**src/rtl/tiny_cpu_pkg.sv**
```systemverilog
// Shared definitions for the tiny CPU data-memory slice.
//   WordW / BeW   : data word width and byte-enable width
//   dmem_state_e  : request FSM states (idle, wait states, response)
//   addr_err()    : misaligned or out-of-range word address check
package tiny_cpu_pkg;

  localparam int unsigned WordW = 32;
  localparam int unsigned BeW   = WordW / 8;

  typedef enum logic [1:0] {
    StIdle,
    StWait,
    StResp
  } dmem_state_e;

  // The full 30-bit word index is compared, so any address past the array
  // (including ones whose low index bits would wrap) is rejected, never aliased.
  function automatic logic addr_err(logic [WordW-1:0] addr, int unsigned depth);
    return (addr[1:0] != 2'b00) || ({2'b00, addr[WordW-1:2]} >= depth);
  endfunction

endpackage

```
**src/rtl/tiny_dmem_array.sv**
```systemverilog
// DEPTH x 32-bit single-port RAM with per-byte write enables and a
// registered read port.
//   clk_i   : clock
//   we_i    : write strobe, bytes selected by be_i
//   re_i    : read strobe, rdata_o updates on the same edge
//   addr_i  : word index
//   wdata_i : write data
//   rdata_o : read data register
// Contents have no reset.
module tiny_dmem_array
  import tiny_cpu_pkg::*;
#(
  parameter int unsigned DEPTH = 64,
  parameter int unsigned Aw    = 6
) (
  input  logic             clk_i,
  input  logic             we_i,
  input  logic             re_i,
  input  logic [Aw-1:0]    addr_i,
  input  logic [BeW-1:0]   be_i,
  input  logic [WordW-1:0] wdata_i,
  output logic [WordW-1:0] rdata_o
);

  logic [WordW-1:0] mem_q [DEPTH];
  logic [WordW-1:0] rdata_q;

  always_ff @(posedge clk_i) begin
    if (we_i) begin
      for (int b = 0; b < int'(BeW); b++) begin
        if (be_i[b]) begin
          mem_q[addr_i][8*b +: 8] <= wdata_i[8*b +: 8];
        end
      end
    end
    if (re_i) begin
      rdata_q <= mem_q[addr_i];
    end
  end

  assign rdata_o = rdata_q;

endmodule

```
**src/rtl/tiny_dmem.sv**
```systemverilog
// Tiny data memory with a valid/ready request channel and a valid/ready
// response channel, one outstanding request, WAIT_CYC wait states.
//   CLK, RST          : clock, synchronous active-high reset
//   req_valid/ready   : request handshake (ready only when idle)
//   req_we            : 1 = store, 0 = load
//   req_addr          : byte address (word aligned)
//   req_wdata, req_be : store data and byte enables
//   rsp_valid/ready   : response handshake, outputs held until accepted
//   rsp_rdata         : load data, 0 for stores and errors
//   rsp_err           : misaligned or out-of-range request
// Stores commit at the acceptance edge; loads read on the edge entering RESP.
module tiny_dmem
  import tiny_cpu_pkg::*;
#(
  parameter int unsigned DEPTH    = 64,
  parameter int unsigned WAIT_CYC = 1
) (
  input  logic             CLK,
  input  logic             RST,
  input  logic             req_valid,
  output logic             req_ready,
  input  logic             req_we,
  input  logic [WordW-1:0] req_addr,
  input  logic [WordW-1:0] req_wdata,
  input  logic [BeW-1:0]   req_be,
  output logic             rsp_valid,
  input  logic             rsp_ready,
  output logic [WordW-1:0] rsp_rdata,
  output logic             rsp_err
);

  localparam int unsigned Aw = (DEPTH > 1) ? $clog2(DEPTH) : 1;

  dmem_state_e      state_q;
  logic [1:0]       cnt_q;
  logic             we_q;
  logic [WordW-1:0] addr_q;
  logic             rsp_valid_q;
  logic             rsp_err_q;
  logic             rsp_rd_q;

  logic             accept;
  logic             cur_we;
  logic [WordW-1:0] cur_addr;
  logic             cur_err;
  logic             enter_resp;
  logic             arr_we;
  logic             arr_re;
  logic [WordW-1:0] arr_rdata;

  // In IDLE the live request drives the array, otherwise the captured one;
  // this lets WAIT_CYC = 0 read at the acceptance edge itself.
  always_comb begin
    accept     = (state_q == StIdle) && req_valid && !RST;
    cur_we     = accept ? req_we : we_q;
    cur_addr   = accept ? req_addr : addr_q;
    cur_err    = addr_err(cur_addr, DEPTH);
    enter_resp = (accept && (WAIT_CYC == 0)) || ((state_q == StWait) && (cnt_q == 2'd1));
    arr_we     = accept && req_we && !cur_err;
    arr_re     = enter_resp && !cur_we && !cur_err && !RST;
  end

  always_ff @(posedge CLK) begin
    if (RST) begin
      state_q     <= StIdle;
      cnt_q       <= 2'd0;
      we_q        <= 1'b0;
      addr_q      <= '0;
      rsp_valid_q <= 1'b0;
      rsp_err_q   <= 1'b0;
      rsp_rd_q    <= 1'b0;
    end else begin
      case (state_q)
        StIdle: begin
          if (accept) begin
            we_q   <= req_we;
            addr_q <= req_addr;
            if (WAIT_CYC == 0) begin
              state_q     <= StResp;
              rsp_valid_q <= 1'b1;
              rsp_err_q   <= cur_err;
              rsp_rd_q    <= arr_re;
            end else begin
              state_q <= StWait;
              cnt_q   <= 2'(WAIT_CYC);
            end
          end
        end
        StWait: begin
          if (cnt_q == 2'd1) begin
            state_q     <= StResp;
            cnt_q       <= 2'd0;
            rsp_valid_q <= 1'b1;
            rsp_err_q   <= cur_err;
            rsp_rd_q    <= arr_re;
          end else begin
            cnt_q <= cnt_q - 2'd1;
          end
        end
        StResp: begin
          if (rsp_ready) begin
            state_q     <= StIdle;
            rsp_valid_q <= 1'b0;
            rsp_err_q   <= 1'b0;
            rsp_rd_q    <= 1'b0;
          end
        end
        default: state_q <= StIdle;
      endcase
    end
  end

  tiny_dmem_array #(
    .DEPTH (DEPTH),
    .Aw    (Aw)
  ) u_array (
    .clk_i   (CLK),
    .we_i    (arr_we),
    .re_i    (arr_re),
    .addr_i  (cur_addr[Aw+1:2]),
    .be_i    (req_be),
    .wdata_i (req_wdata),
    .rdata_o (arr_rdata)
  );

  assign req_ready = (state_q == StIdle);
  assign rsp_valid = rsp_valid_q;
  assign rsp_err   = rsp_err_q;
  // The read register only holds meaningful data for a good load.
  assign rsp_rdata = rsp_rd_q ? arr_rdata : '0;

endmodule

```
**config.mk**
```make
export PLATFORM = sky130hd
export DESIGN_NAME = tiny_dmem
export DESIGN_NICKNAME = d
export VERILOG_FILES = /design/src/rtl/tiny_cpu_pkg.sv /design/src/rtl/tiny_dmem_array.sv /design/src/rtl/tiny_dmem.sv
export SDC_FILE = /design/constraint.sdc
export NUM_CORES = 2
export LEC_CHECK = 0
export CORE_MARGIN = 2
export CORE_UTILIZATION = 35
export CTS_CLUSTER_DIAMETER = 120
export DETAILED_ROUTE_END_ITERATION = 16
export DONT_BUFFER_PORTS = 1
export SYNTH_ARGS = -nofsm -noshare
export SYNTH_HDL_FRONTEND = slang
export SYNTH_HIERARCHICAL = 1
export SYNTH_SLANG_ARGS = --single-unit
```
**constraint.sdc**
```tcl
create_clock -name CLK -period 7.5 [get_ports CLK]
set_input_delay 1.5 -clock CLK [delete_from_list [all_inputs] [get_ports CLK]]
set_output_delay 1.5 -clock CLK [all_outputs]
set_load 0.05 [all_outputs]
```
* Word-level counts from Yosys, hierarchy flattened
Memory sizes are Yosys's and may differ from the RTL's. A register that Yosys moved wholly into a read port is not among the register bits.
Cells that the tools add are included.
** Cells by class
- Multipliers :: 0
- Bitwise logic cells :: 0
- Equality and inequality tests :: 6
- Shift-type cells :: 0
- Add/subtract/negate cells :: 1
- Reduce and logical (&&, ||, !) cells :: 19
- Magnitude comparators :: 1
- Divide/modulo/power cells :: 0
- Muxes and demuxes :: 28
** Operators by type and width (count)
- 32-bit 2-to-1 mux :: 2
- 30-bit by 7-bit greater-or-equal comparator with 1-bit output (second input constant) :: 1
- 1-bit 2-to-1 mux :: 17
- 1-bit logical AND :: 8
- 2-bit 2-to-1 mux :: 4
- 1-bit case mux with 2 select lines :: 3
- 2-bit case mux with 3 select lines :: 1
- 3-bit AND reduction :: 2
- 2-bit nonzero test :: 3
- 2-bit by 1-bit == test with 1-bit output (second input constant) :: 2
- 2-bit by 1-bit inequality test with 1-bit output (second input constant) :: 2
- 2-bit case mux with 2 select lines :: 1
- 1-bit logical NOT :: 3
- 2-bit == test (second input constant) :: 1
- 2-bit logical NOT :: 1
- 2-bit inequality test (second input constant) :: 1
- 2-bit AND reduction :: 1
- 2-bit by 1-bit subtractor with 2-bit output (second input constant) :: 1
- 1-bit logical OR :: 1
** Storage, ports and cells
- Memory bits (writable) :: 2048
- Latch bits :: 0
- Memory bits (read-only) :: 0
- Input port bits :: 73
- Register bits :: 40
- Memories :: 1
- Output and inout bits :: 35
** Memories
- u_array.mem_q :: words 64, bits a word 32, rd ports 1, clocked after memory_dff 1, write ports 1, line tiny_dmem_array.sv:25 : logic [WordW-1:0] mem_q [DEPTH];

* Logic depth before layout (Yosys ltp)
- Depth in word-level cells :: 11
- Mapped depth :: 17

* By module
The synthesis kept the hierarchy.
** By module, submodules not included
- tiny_dmem_array :: instances 1, area an instance 79368.6 µm², seq. area each 62459.9 µm², cells each 4646
- tiny_dmem :: instances 1, area an instance 1856.8 µm², seq. area each 800.8 µm², cells each 247

* Worst setup path before layout
Ideal clock, no wire load.
- Kind :: input-to-reg
- Start :: in RST
- End :: mem u_array.mem_q[12][0], enable pin
- Setup slack :: 2.788 ns
- Data required time :: 7.129 ns
- Path buffers :: 8
- Stages :: 13
- Arrival time :: 4.341 ns
- Library setup time :: 0.371 ns
- Cell sequence :: clkbuf_1 -> or4b_4 -> buf_6 -> clkbuf_1 -> nand2_1 -> nand2_1 -> clkbuf_1 -> or3b_2 -> clkbuf_1 -> clkbuf_1 -> clkbuf_1 -> buf_1 -> nor2_1
** On the way
- Longest elaborated chain between the ends :: 9
** RTL lines
- start: declaration :: line tiny_dmem.sv:19 : input logic RST,
- 1-bit logical NOT (*) :: line tiny_dmem.sv:54 : accept = (state_q == StIdle) && req_valid && !RST;
- 1-bit logical AND (*) :: line tiny_dmem.sv:54
- 32-bit 2-to-1 mux (*)
- net cur_addr[7] :: line tiny_dmem.sv:44 : logic [WordW-1:0] cur_addr;
- 30-bit by 7-bit greater-or-equal comparator with 1-bit output :: line tiny_cpu_pkg.sv:19 : return (addr[1:0] != 2'b00) || ({2'b00, addr[WordW-1:2]} >= depth);
- 1-bit logical OR :: line tiny_cpu_pkg.sv:19
- 1-bit logical NOT :: line tiny_dmem.sv:59 : arr_we = accept && req_we && !cur_err;
- 1-bit logical AND :: line tiny_dmem.sv:59
- 1-bit 2-to-1 mux :: line tiny_dmem_array.sv:29 : if (we_i) begin
- 1-bit 2-to-1 mux (not written as such) :: line tiny_dmem_array.sv:32 : mem_q[addr_i][8*b +: 8] <= wdata_i[8*b +: 8];
- end: declaration :: line tiny_dmem_array.sv:25
Mark *: on every way through the listed nets, which the timed path passes. The rest lies on a longest branch.

* Worst setup path in the final report
- Start :: in RST
- End :: mem u_array.mem_q[4][25], enable pin
Same word-level chain as after synthesis.

==> summary.txt <==
Yosys
  – Yosys reg bits: 2120
  – Number of flops mapped to enable cells by yosys: approximately 2100
  – Synth Flop Type: edfxtp_1
  – Syn Nets: ~5000
  – Synth Cell Area: 81200 µm²
  – Ys async rst share: 0%
  – Sequential fraction of the synthesis area: 77.9%
  – Avg Cell Area, Syn: about 17 µm²
  – Post-Syn Instances: about 4900
  – Synth warnings: 6
  – Library cells used by synthesis: 61

Worst setup path
  – Setup slack, reg-to-reg: 1.95 ns
  – Highest net fanout along the worst path: 56
  – CP Data Arrival Time: 6.14 ns
  – Crit path from: RST
  – Reg2reg end: u_array/mem_q[4][25]$_DFFE_PP_
  – Worst Setup End Kind: register
  – Crit path launch type: primary input
  – R2R cell count: 7
  – Worst R2R Start: state_q[0]$_SDFFE_PP0P_
  – Req. time, crit path: 7.94 ns
  – Worst Setup EP: u_array/mem_q[4][25]$_DFFE_PP_
  – Critical path class: in2reg

STA
  – RSZ-0062 raised after global routing: no
  – Max-slew violations: 0
  – Final Hold Fails: 0
  – Hold_ws: ~0.45 ns
  – Setup TNS: 0 ns
  – Worst Max-Slew Pin Slew: 1.41 ns
  – Layout Skew: 0.0649 ns
  – Final setup vio count: 0
  – Worst slew margin: about 5.7%
  – Tcrit/Tclk final: 76.0%
  – Minimum clock period: 5.70 ns
  – Highest achievable clock rate: around 0.18 GHz

Place
  – Detailed placer's ending HPWL: roughly 150 mm
  – Placer Congestion: approximately 0.85
  – Buffers on Ports: 0

Worst hold path
  – Hold Path Stages: 2
  – Worst hold path type: reg2reg

Clocking
  – Num CTS Buffers: 210
  – Root Buffer: clkbuf_16
  – TritonCTS clock tree: yes
  – H-Tree Depth: 4
  – Latest clock arrival within the worst-skew pair: around 0.86 ns
  – Sink Count: about 2100
  – Post-CTS Setup Inserts: 0
  – Reg clk slew, reported paths: roughly 0.060 ns
  – Post-CTS sizing: 0
  – CTS Buffer Depth: 3
  – Hold_buf cts: 0

Route
  – Post-DR vias/cell: slightly above 6
  – Starting DRT DRC Count: around 7100
  – First-pass iteration count of the detailed router: 8
  – Routed len/inst: roughly 32 µm
  – Final WL: between 200 and 300 mm
  – Post-DRT Antenna Nets: 0
  – Total number of vias: 49300
  – DRC: 0

Layout
  – Commonest cells after routing, fill and taps aside: edfxtp_1 (2080), nor2_1 (519), a221oi_1 (493), a22oi_1 (291), clkbuf_16 (210)
  – Area growth syn-to-layout: 12.5%
  – Layout cell share with drive strength beyond 1: 10.9%
  – Number of nets in the layout: just under 5000
  – Most common cell after layout, fill and taps aside: edfxtp_1

Run status
  – Status: complete, no violations

Power and ir drop
  – Clk pwr share: between 40% and 50%
  – Worst-case vdd ir drop: approximately 0.29 mV
  – Cell Pwr Density: about 270 nW/µm²
  – Leakage: 27.3 nW
  – Comb pwr share: 7.1%
  – Net Sw Power: ~5.7 mW
  – Internal power: just under 20 mW
  – Flop pwr share: a little over half
  – Switching share of power: a little under a quarter

Job
  – Max-cap viol count: 0

Floorplanning
  – Total die area: 236000 µm²
  – Cell Rows: approximately 180
  – IO Count: 108
  – Initial Util: 35.3%
  – Placeable Area: around 230000 µm²
  – Vert. Die Dim: 486 µm
  – Die W: 486 µm

GRT
  – Antenna violations before repair: 29
  – Total global-route track usage: a little over a fifth
  – Largest net degree at the start of global routing: around 130
  – Grt total ovfl: 0
  – Global-route wire length before repair: approximately 360 mm
  – Vias in the first global route: between 40000 and 50000
-- state kept, by name, summed over array words and instances, names as in the netlist, 2 cells and up --
| name | flops |
|---|---|
| cnt_q | 2 |
| state_q | 2 |
| u_array/rdata_o | 32 |
| addr_q | 32 |
| u_array/mem_q | 2048 |
-- worst min path at each step --
stage / start / to / slack [ns]
2_1_floorplan: addr_q[11]$_SDFFE_PP0N_ / addr_q[11]$_SDFFE_PP0N_ / 0.44
3_3_place_gp: addr_q[11]$_SDFFE_PP0N_ / addr_q[11]$_SDFFE_PP0N_ / 0.44
3_5_place_dp: addr_q[11]$_SDFFE_PP0N_ / addr_q[11]$_SDFFE_PP0N_ / 0.44
4_1_cts: addr_q[11]$_SDFFE_PP0N_ / addr_q[11]$_SDFFE_PP0N_ / 0.45
5_1_grt: addr_q[11]$_SDFFE_PP0N_ / addr_q[11]$_SDFFE_PP0N_ / 0.47
6_report: addr_q[11]$_SDFFE_PP0N_ / addr_q[11]$_SDFFE_PP0N_ / 0.45
-- cells in the mapped netlist (9+ instances only) --
cell         n  share of area [%]
nor4_1      17               0.13
nand4_1     20               0.15
o211ai_1     9              0.083
buf_6       14               0.19
o21ai_1     22               0.14
o221ai_1    20               0.22
a22o_1       9              0.097
or3_1        9              0.069
a222oi_1     9               0.11
a22oi_1    291                2.7
o32ai_1     17               0.18
nand3_1     29               0.18
buf_4       15               0.14
nor2_1     522                2.4
buf_1       54               0.25
and2_1      41               0.32
nor3_1      56               0.35
mux4_2      42                1.2
buf_2      120               0.74
mux2_2      76                1.1
or4_1       11               0.10
o22ai_1    135                1.0
mux2i_1     92                1.1
a211o_1     13               0.14
a21oi_1     98               0.60
dfxtp_1     40               0.99
nand2_1    155               0.72
clkbuf_1   186               0.86
a221oi_1   493                5.3
o22a_1      14               0.15
edfxtp_1  2080                 77
o21ai_0    107               0.66
-- cells by family (layout without fill, tap and decap cells) --
logic type	count (synthesis)	count (layout)	share of synthesized area, %
AND/OR/NAND/NOR	904	904	4.86
flip-flops	2120	2120	77.9
adder cells (fa/ha/maj)	1	1	0.0154
buffers and inverters	394	498	2.20
multiplexers	210	210	3.35
other	0	67	0
AO/OA/AOI/OAI	1264	1264	11.7
-- routing by layer --
layer,wire length [µm],track usage [%],vias to the layer above
li1,-,-,20000
met1,100000,29.1,25700
met2,120000,32.9,3073
met3,29500,5.36,478
met4,10400,8.73,8
met5,57,0,-
-- per-stage QoR --
| step | cells | total power [mW] | setup slack [ns] | cell area, µm² | utilization, % |
|---|---|---|---|---|---|
| after floorplan | 4893 | 14.3 | 2.79 | 81200 | - |
| after global placement | 7640 | 15.0 | 1.13 | 84500 | 36.7 |
| after detailed placement | 7640 | 15.0 | 1.15 | 84500 | 36.7 |
| after CTS | 8023 | 25.1 | 2.02 | 91200 | 39.6 |
| after global routing | 8083 | 25.6 | 1.84 | 91300 | 39.6 |
| final | 8090 | 25.0 | 1.80 | 91300 | 39.7 |
-- layout make-up --
type	instances	area (µm²)
diodes	67	168
clock buffers	257	5430
clock inverters	126	1210
fillers	20800	139000
inverters	5	33.8
multi-input cells	2379	16300
flip-flops and latches	2120	63300
well taps	3026	3790
repair buffers	110	1110
-- critical path, cell delays in order --
cell     delay (ns)
nor4b_4        0.60
nand2_1        0.23
nand2_4        0.49
inv_8          0.34
nor3_2         1.04
nand2_1        0.82
nor2_1         1.02
-- power groups by stage --
stage / combinational, mW / sequential (mW) / clock (mW)
global placement: 1.71 / 13.3 / 0
detailed placement: 1.72 / 13.3 / 0
finish: 1.77 / 13.0 / 10.2
floorplan: 1.03 / 13.3 / 0
global route: 1.83 / 13.0 / 10.8
CTS: 1.73 / 13.0 / 10.3
(Power assumes the default switching activity.)
